$ cat src/rtl/cmd_mreq_dec.sv
// Host byte-stream header parser producing mreq descriptors for cmd_wb, with write-payload passthrough.
// Optional inter-byte header timeout: define CMD_MREQ_DEC_TIMEOUT_EN.
module cmd_mreq_dec #(
  parameter logic [7:0]  MAGIC          = 8'hA5,
  parameter int unsigned TIMEOUT_CYCLES = 1000,
  localparam int         MREQ_NBIT      = 45
) (
  input  logic                 i_clk,
  input  logic                 i_rst,
  input  logic [7:0]           i_rx_data,
  input  logic                 i_rx_valid,
  output logic                 o_rx_ready,
  output logic                 o_mreq_valid,
  input  logic                 i_mreq_ready,
  output logic [MREQ_NBIT-1:0] o_mreq,
  output logic [7:0]           o_pl_data,
  output logic                 o_pl_valid,
  input  logic                 i_pl_ready,
  output logic                 o_busy,
  output logic [7:0]           o_err_cnt
);

  // Descriptor layout: {tag[7:0], wr, aincr, wfmt[2:0], wcnt[7:0], addr[23:0]}
  function automatic logic [MREQ_NBIT-1:0] pack_mreq(
    input logic [7:0]  tag,
    input logic        wr,
    input logic        aincr,
    input logic [2:0]  wfmt,
    input logic [7:0]  wcnt,
    input logic [23:0] addr
  );
    return {tag, wr, aincr, wfmt, wcnt, addr};
  endfunction

  typedef enum logic [2:0] {
    S_SYNC, S_TAG, S_FLAGS, S_WCNT, S_A2, S_A1, S_A0, S_EXEC
  } state_t;

  if (TIMEOUT_CYCLES < 1 || TIMEOUT_CYCLES > 65535) begin : g_bad_tmo
    $error("TIMEOUT_CYCLES must fit the 16-bit idle counter");
  end

  state_t                 state_q;
  logic [7:0]             tag_q, wcnt_q, a2_q, a1_q, err_q, err_d;
  logic                   wr_q, aincr_q;
  logic [2:0]             wfmt_q;
  logic [MREQ_NBIT-1:0]   mreq_q;
  logic                   mreq_valid_q;
  logic                   rx_ready, pl_valid, rx_acc, tmo_hit;

  assign err_d = (err_q == 8'hFF) ? err_q : err_q + 8'd1;

  // Header states always accept; EXEC either forwards payload or holds the host off.
  always_comb begin
    rx_ready = 1'b1;
    pl_valid = 1'b0;
    if (state_q == S_EXEC) begin
      rx_ready = wr_q & i_pl_ready;
      pl_valid = wr_q & i_rx_valid;
    end
  end

  assign rx_acc = i_rx_valid & rx_ready;

`ifdef CMD_MREQ_DEC_TIMEOUT_EN
  localparam logic [15:0] TMO_LAST = 16'(TIMEOUT_CYCLES - 1);
  logic [15:0] tmo_q;
  logic        in_hdr;

  assign in_hdr  = (state_q != S_SYNC) && (state_q != S_EXEC);
  assign tmo_hit = in_hdr && !rx_acc && (tmo_q == TMO_LAST);

  // Counts idle cycles since the last accepted header byte.
  always_ff @(posedge i_clk or posedge i_rst) begin
    if (i_rst)                 tmo_q <= '0;
    else if (!in_hdr || rx_acc) tmo_q <= '0;
    else                       tmo_q <= tmo_q + 16'd1;
  end
`else
  assign tmo_hit = 1'b0;
`endif

  always_ff @(posedge i_clk or posedge i_rst) begin
    if (i_rst) begin
      state_q      <= S_SYNC;
      tag_q        <= '0;
      wr_q         <= 1'b0;
      aincr_q      <= 1'b0;
      wfmt_q       <= '0;
      wcnt_q       <= '0;
      a2_q         <= '0;
      a1_q         <= '0;
      mreq_q       <= '0;
      mreq_valid_q <= 1'b0;
      err_q        <= '0;
    end else if (tmo_hit) begin
      state_q <= S_SYNC;
      err_q   <= err_d;
    end else begin
      case (state_q)
        S_SYNC:  if (rx_acc && i_rx_data == MAGIC) state_q <= S_TAG;
        S_TAG:   if (rx_acc) begin
          tag_q   <= i_rx_data;
          state_q <= S_FLAGS;
        end
        S_FLAGS: if (rx_acc) begin
          if (i_rx_data[5:3] != 3'b000) begin
            err_q   <= err_d;
            state_q <= S_SYNC;
          end else begin
            wr_q    <= i_rx_data[7];
            aincr_q <= i_rx_data[6];
            wfmt_q  <= i_rx_data[2:0];
            state_q <= S_WCNT;
          end
        end
        S_WCNT:  if (rx_acc) begin
          wcnt_q  <= i_rx_data;
          state_q <= S_A2;
        end
        S_A2:    if (rx_acc) begin
          a2_q    <= i_rx_data;
          state_q <= S_A1;
        end
        S_A1:    if (rx_acc) begin
          a1_q    <= i_rx_data;
          state_q <= S_A0;
        end
        S_A0:    if (rx_acc) begin
          mreq_q       <= pack_mreq(tag_q, wr_q, aincr_q, wfmt_q, wcnt_q,
                                    {a2_q, a1_q, i_rx_data});
          mreq_valid_q <= 1'b1;
          state_q      <= S_EXEC;
        end
        S_EXEC:  if (i_mreq_ready) begin
          mreq_valid_q <= 1'b0;
          state_q      <= S_SYNC;
        end
        default: state_q <= S_SYNC;
      endcase
    end
  end

  assign o_rx_ready   = rx_ready;
  assign o_pl_data    = i_rx_data;
  assign o_pl_valid   = pl_valid;
  assign o_mreq       = mreq_q;
  assign o_mreq_valid = mreq_valid_q;
  assign o_busy       = (state_q != S_SYNC);
  assign o_err_cnt    = err_q;

endmodule

$ cat config.mk
export PLATFORM = sky130hd
export DESIGN_NAME = cmd_mreq_dec
export DESIGN_NICKNAME = d
export VERILOG_FILES = /design/src/rtl/cmd_mreq_dec.sv
export SDC_FILE = /design/constraint.sdc
export NUM_CORES = 1
export LEC_CHECK = 0
export CORE_ASPECT_RATIO = 0.9
export CORE_MARGIN = 2
export CORE_UTILIZATION = 55
export CTS_CLUSTER_SIZE = 20
export DETAILED_ROUTE_END_ITERATION = 6
export PLACE_DENSITY_LB_ADDON = 0.3
export SLEW_MARGIN = 40
export SYNTH_ARGS = -nofsm -noshare
export SYNTH_HDL_FRONTEND = slang
export SYNTH_SLANG_ARGS = --single-unit
$ cat constraint.sdc
create_clock -name i_clk -period 9.45 [get_ports i_clk]
set_input_delay 1.89 -clock i_clk [delete_from_list [all_inputs] [get_ports i_clk]]
set_output_delay 1.89 -clock i_clk [all_outputs]
set_load 0.02 [all_outputs]
==> impl_results.rst <==
.. list-table::
   :header-rows: 1

   * - Metric
     - Value
   * - RSZ-0062 raised after global routing
     - no
   * - Post-DR wirelength/cell
     - about 17 um
   * - Post-CTS sizing
     - 0
   * - Multi-input combinational cell area
     - roughly 0.0014 mm2
   * - Largest fanout of any net on the critical path
     - 10
   * - Number of buffers added by the clock tree synthesis step
     - 9
   * - Synth top area share
     - 0.610
   * - Area growth, synth to finish
     - 24.9%
   * - Adder-cell share of the synthesized area
     - 0.00325
   * - Total routed wirelength
     - about 7000 um
   * - Synthesized instance count
     - 257
   * - H-tree levels
     - 3
   * - Setup-failing EPs final
     - 0
   * - Std cell rows
     - 28
   * - Pin slew with the least headroom to its limit
     - approximately 720 ps
   * - Remaining global-route overflow
     - 0
   * - Power consumption
     - about 1.5 mW
   * - Cell Area, Placed
     - around 0.0046 mm2
   * - Number of nets in the layout
     - ~340
   * - Result of the run
     - finished clean
   * - Yosys reg bits
     - 94
   * - Grt peak-use layer
     - met2
   * - Maximum clock frequency
     - around 0.19 GHz
   * - Post-synthesis average cell area
     - between 10 and 15 um2
   * - # hold bufs at CTS
     - 0
   * - Synthesized area
     - 0.00385 mm2
   * - Number of filler cells placed in the layout
     - around 440
   * - Period Utilization, post-route
     - 0.568
   * - Min-delay worst type
     - flip-flop to flip-flop
   * - Worst hold margin
     - approximately 500 ps
   * - Number of buffer cells added on primary ports
     - between 70 and 80
   * - Clock root buffer
     - sky130_fd_sc_hd__clkbuf_8
   * - Pwr dens
     - between 300 and 400 mW/mm2
   * - Clock latency on the worst-skew pair
     - approximately 350 ps
   * - Final-report max-slew violation count
     - 0
   * - Met2 track demand over resource in global routing
     - 0.327
   * - First-pass GRT wire length
     - 12,100 um
   * - Combinational family with the most area after synthesis
     - multiplexers
   * - Area of the placeable core
     - between 0.006 and 0.007 mm2
   * - Fin crit period
     - 5370 ps
   * - Clock-pin slew on the worst setup and hold paths
     - around 90 ps
   * - Leakage Power
     - around 2.2 nW
   * - Worst setup SP type
     - input port
   * - Hpwl dp
     - 4860 um
   * - Dominant register cell in the synthesized netlist
     - sky130_fd_sc_hd__dfrtp_1
   * - Slew margin rel.
     - 0.520
   * - Type of the worst setup path
     - input port to output port
   * - Die Y
     - ~83 um
   * - Design area
     - around 0.0048 mm2
   * - Max Clock Skew
     - about 9.5 ps
   * - Weighted congestion at the end of routability-driven global placement
     - between 0.7 and 0.8
   * - Compound-gate portion of the synthesized area
     - 0.0282
   * - Met1 track utilization from global routing
     - 0.263
   * - Pin count of the biggest net entering global routing
     - 75
   * - Max rail drop VDD
     - 179 uV
   * - Initial antenna violation count
     - 0
   * - Proportion of register bits with asynchronous set or reset after synthesis
     - 1.00
   * - Fraction of the mapped netlist area in simple logic gates
     - 0.0636
   * - Post-route antenna net violation count
     - 0
   * - Proportion of synthesized chip area in sequential cells
     - 0.610
   * - Worst path setup slack after routing
     - 4080 ps
   * - Synth Net Count
     - around 270
   * - Setup tns final
     - 0 ps
   * - Via count normalized by instance count
     - 5.45
   * - Number of remaining DRC errors
     - 0
   * - XOR/XNOR share of the synthesized area
     - 0.0114
   * - Final antenna diode count
     - 0
   * - Max-Cap Viols
     - 0
   * - Register area
     - 0.00235 mm2
   * - Number of global-route vias before repair
     - about 2,400
   * - Portion of netlist area occupied by mux cells
     - 0.246
   * - Top-Level Pins
     - 78
   * - Number of flops mapped to enable cells by yosys
     - 0
   * - Post-CTS setup repair buffer count
     - 0
   * - Number of violations reported at the end of detailed-routing iteration 0
     - approximately 140
   * - DRT Pass-1 Iters
     - 4
   * - CTS tree
     - built
   * - Crit end category
     - output port
   * - Via count
     - about 2,300
   * - Pre-CTS worst setup slack
     - a little over 4000 ps
   * - Sinks on Clock Net
     - 94
   * - Biggest area contributors in the synthesized netlist
     - sky130_fd_sc_hd__dfrtp_1 61%, sky130_fd_sc_hd__mux2_2 24%, sky130_fd_sc_hd__buf_4 2.3%
   * - Data arrival time of the worst path
     - approximately 3500 ps
   * - Yosys Warn Count
     - 0
   * - Overall track demand over capacity in global routing
     - 0.200
   * - Fraction of layout cells with a size suffix above 1
     - 0.323
   * - Final count of hold timing violations
     - 0
   * - Library cell occupying the most area in the post-synthesis netlist
     - sky130_fd_sc_hd__dfrtp_1
   * - Effective utilization at floorplan
     - 0.576
   * - Required arrival time at the worst endpoint
     - 7560 ps
   * - Area of the die
     - just under 0.008 mm2
   * - Die boundary width
     - between 90 and 100 um
   * - CTS Buffer Depth
     - 2
   * - Met3 capacity usage during global routing
     - 0.0653
   * - Cell variety after synth
     - approximately 40
[report_power, final]
group	internal, mW	total, mW	switching, mW
Combinational	0.308	0.553	0.244
Sequential	0.563	0.674	0.111
Clock	0.105	0.243	0.138
[layer usage]
| layer | up-vias | part of all wire |
|---|---|---|
| met5 | - | 0 |
| met4 | 0 | 0.0069 |
| met3 | 5 | 0.056 |
| met2 | 70 | 0.50 |
| met1 | 1183 | 0.44 |
| li1 | 1054 | - |
[flip-flops by register name, indices dropped and copies added (netlist names)]
name	count
a1_q	8
a2_q	8
aincr_q	1
o_err_cnt	8
o_mreq	45
o_mreq_valid	1
state_q	3
tag_q	8
wcnt_q	8
wfmt_q	3
wr_q	1
[stage by stage]
step,utilization,instances
floorplan,-,257
global placement,0.691,408
detailed placement,0.692,408
CTS,0.719,424
global route,0.719,424
finish,0.719,424
[path summary, 6_finish.rpt]
path                            start      endpoint  slack [ps]  depth (start not counted)
hold / removal                a1_q[4]    o_mreq[12]         500                          1
max in group asynchronous       i_rst     wcnt_q[1]        6700                          3
setup reg to reg           state_q[1]    o_mreq[22]        7070                          3
hold reg to reg               a1_q[4]    o_mreq[12]         500                          1
min in group asynchronous       i_rst  o_err_cnt[3]        1820                          2
setup / recovery           i_rx_valid    o_pl_valid        4080                          4
[synthesized netlist by cell type, types with 2 or more instances]
master,number
sky130_fd_sc_hd__a211oi_1,2
sky130_fd_sc_hd__a21oi_1,3
sky130_fd_sc_hd__buf_2,5
sky130_fd_sc_hd__buf_4,12
sky130_fd_sc_hd__dfrtp_1,94
sky130_fd_sc_hd__inv_1,3
sky130_fd_sc_hd__mux2_2,83
sky130_fd_sc_hd__nand2_1,6
sky130_fd_sc_hd__nand3_1,6
sky130_fd_sc_hd__nand4_1,2
sky130_fd_sc_hd__nor2_1,3
sky130_fd_sc_hd__nor3_1,4
sky130_fd_sc_hd__or3_1,3
sky130_fd_sc_hd__xnor2_1,2
sky130_fd_sc_hd__xor2_1,3
[logic make-up (layout without fill, tap and decap cells)]
group                      count (synthesis)  in the layout
xor gates and xnor gates                   5              5
buffers and inverters                     22             99
muxes                                     84             84
and+or+nand+nor                           36             36
DFF                                       94             94
AOI/OAI and AO/OA                         15             15
adders and majority gates                  1              1
[critical path: stages]
cell                              delay (ps)
sky130_fd_sc_hd__clkdlybuf4s50_1         670
sky130_fd_sc_hd__nand3_1                 150
sky130_fd_sc_hd__nor2_1                  150
sky130_fd_sc_hd__clkdlybuf4s50_1         610
[cell type report]
type / count / share of cell area
Inverter: 4 / 0.00338
Multi-Input combinational cell: 141 / 0.283
Clock buffer: 11 / 0.0294
Tap cell: 90 / 0.0234
Timing Repair Buffer: 79 / 0.164
Clock inverter: 5 / 0.00858
Sequential cell: 94 / 0.489
[cells in the final DEF (no fill, tap or decap), types with 2 or more instances in the layout]
master,Yosys,layout
sky130_fd_sc_hd__a211oi_1,2,2
sky130_fd_sc_hd__nor3_1,4,4
sky130_fd_sc_hd__nand4_1,2,2
sky130_fd_sc_hd__xnor2_1,2,2
sky130_fd_sc_hd__mux2_2,83,83
sky130_fd_sc_hd__clkdlybuf4s50_1,0,77
sky130_fd_sc_hd__dfrtp_1,94,94
sky130_fd_sc_hd__a21oi_1,3,3
sky130_fd_sc_hd__nor2_1,3,3
sky130_fd_sc_hd__clkinvlp_4,0,2
sky130_fd_sc_hd__xor2_1,3,3
sky130_fd_sc_hd__inv_1,3,2
sky130_fd_sc_hd__or3_1,3,3
sky130_fd_sc_hd__nand2_1,6,6
sky130_fd_sc_hd__nand3_1,6,6
sky130_fd_sc_hd__inv_6,0,2
sky130_fd_sc_hd__clkbuf_8,0,10
Note: power is estimated with default switching activity, not from simulation.
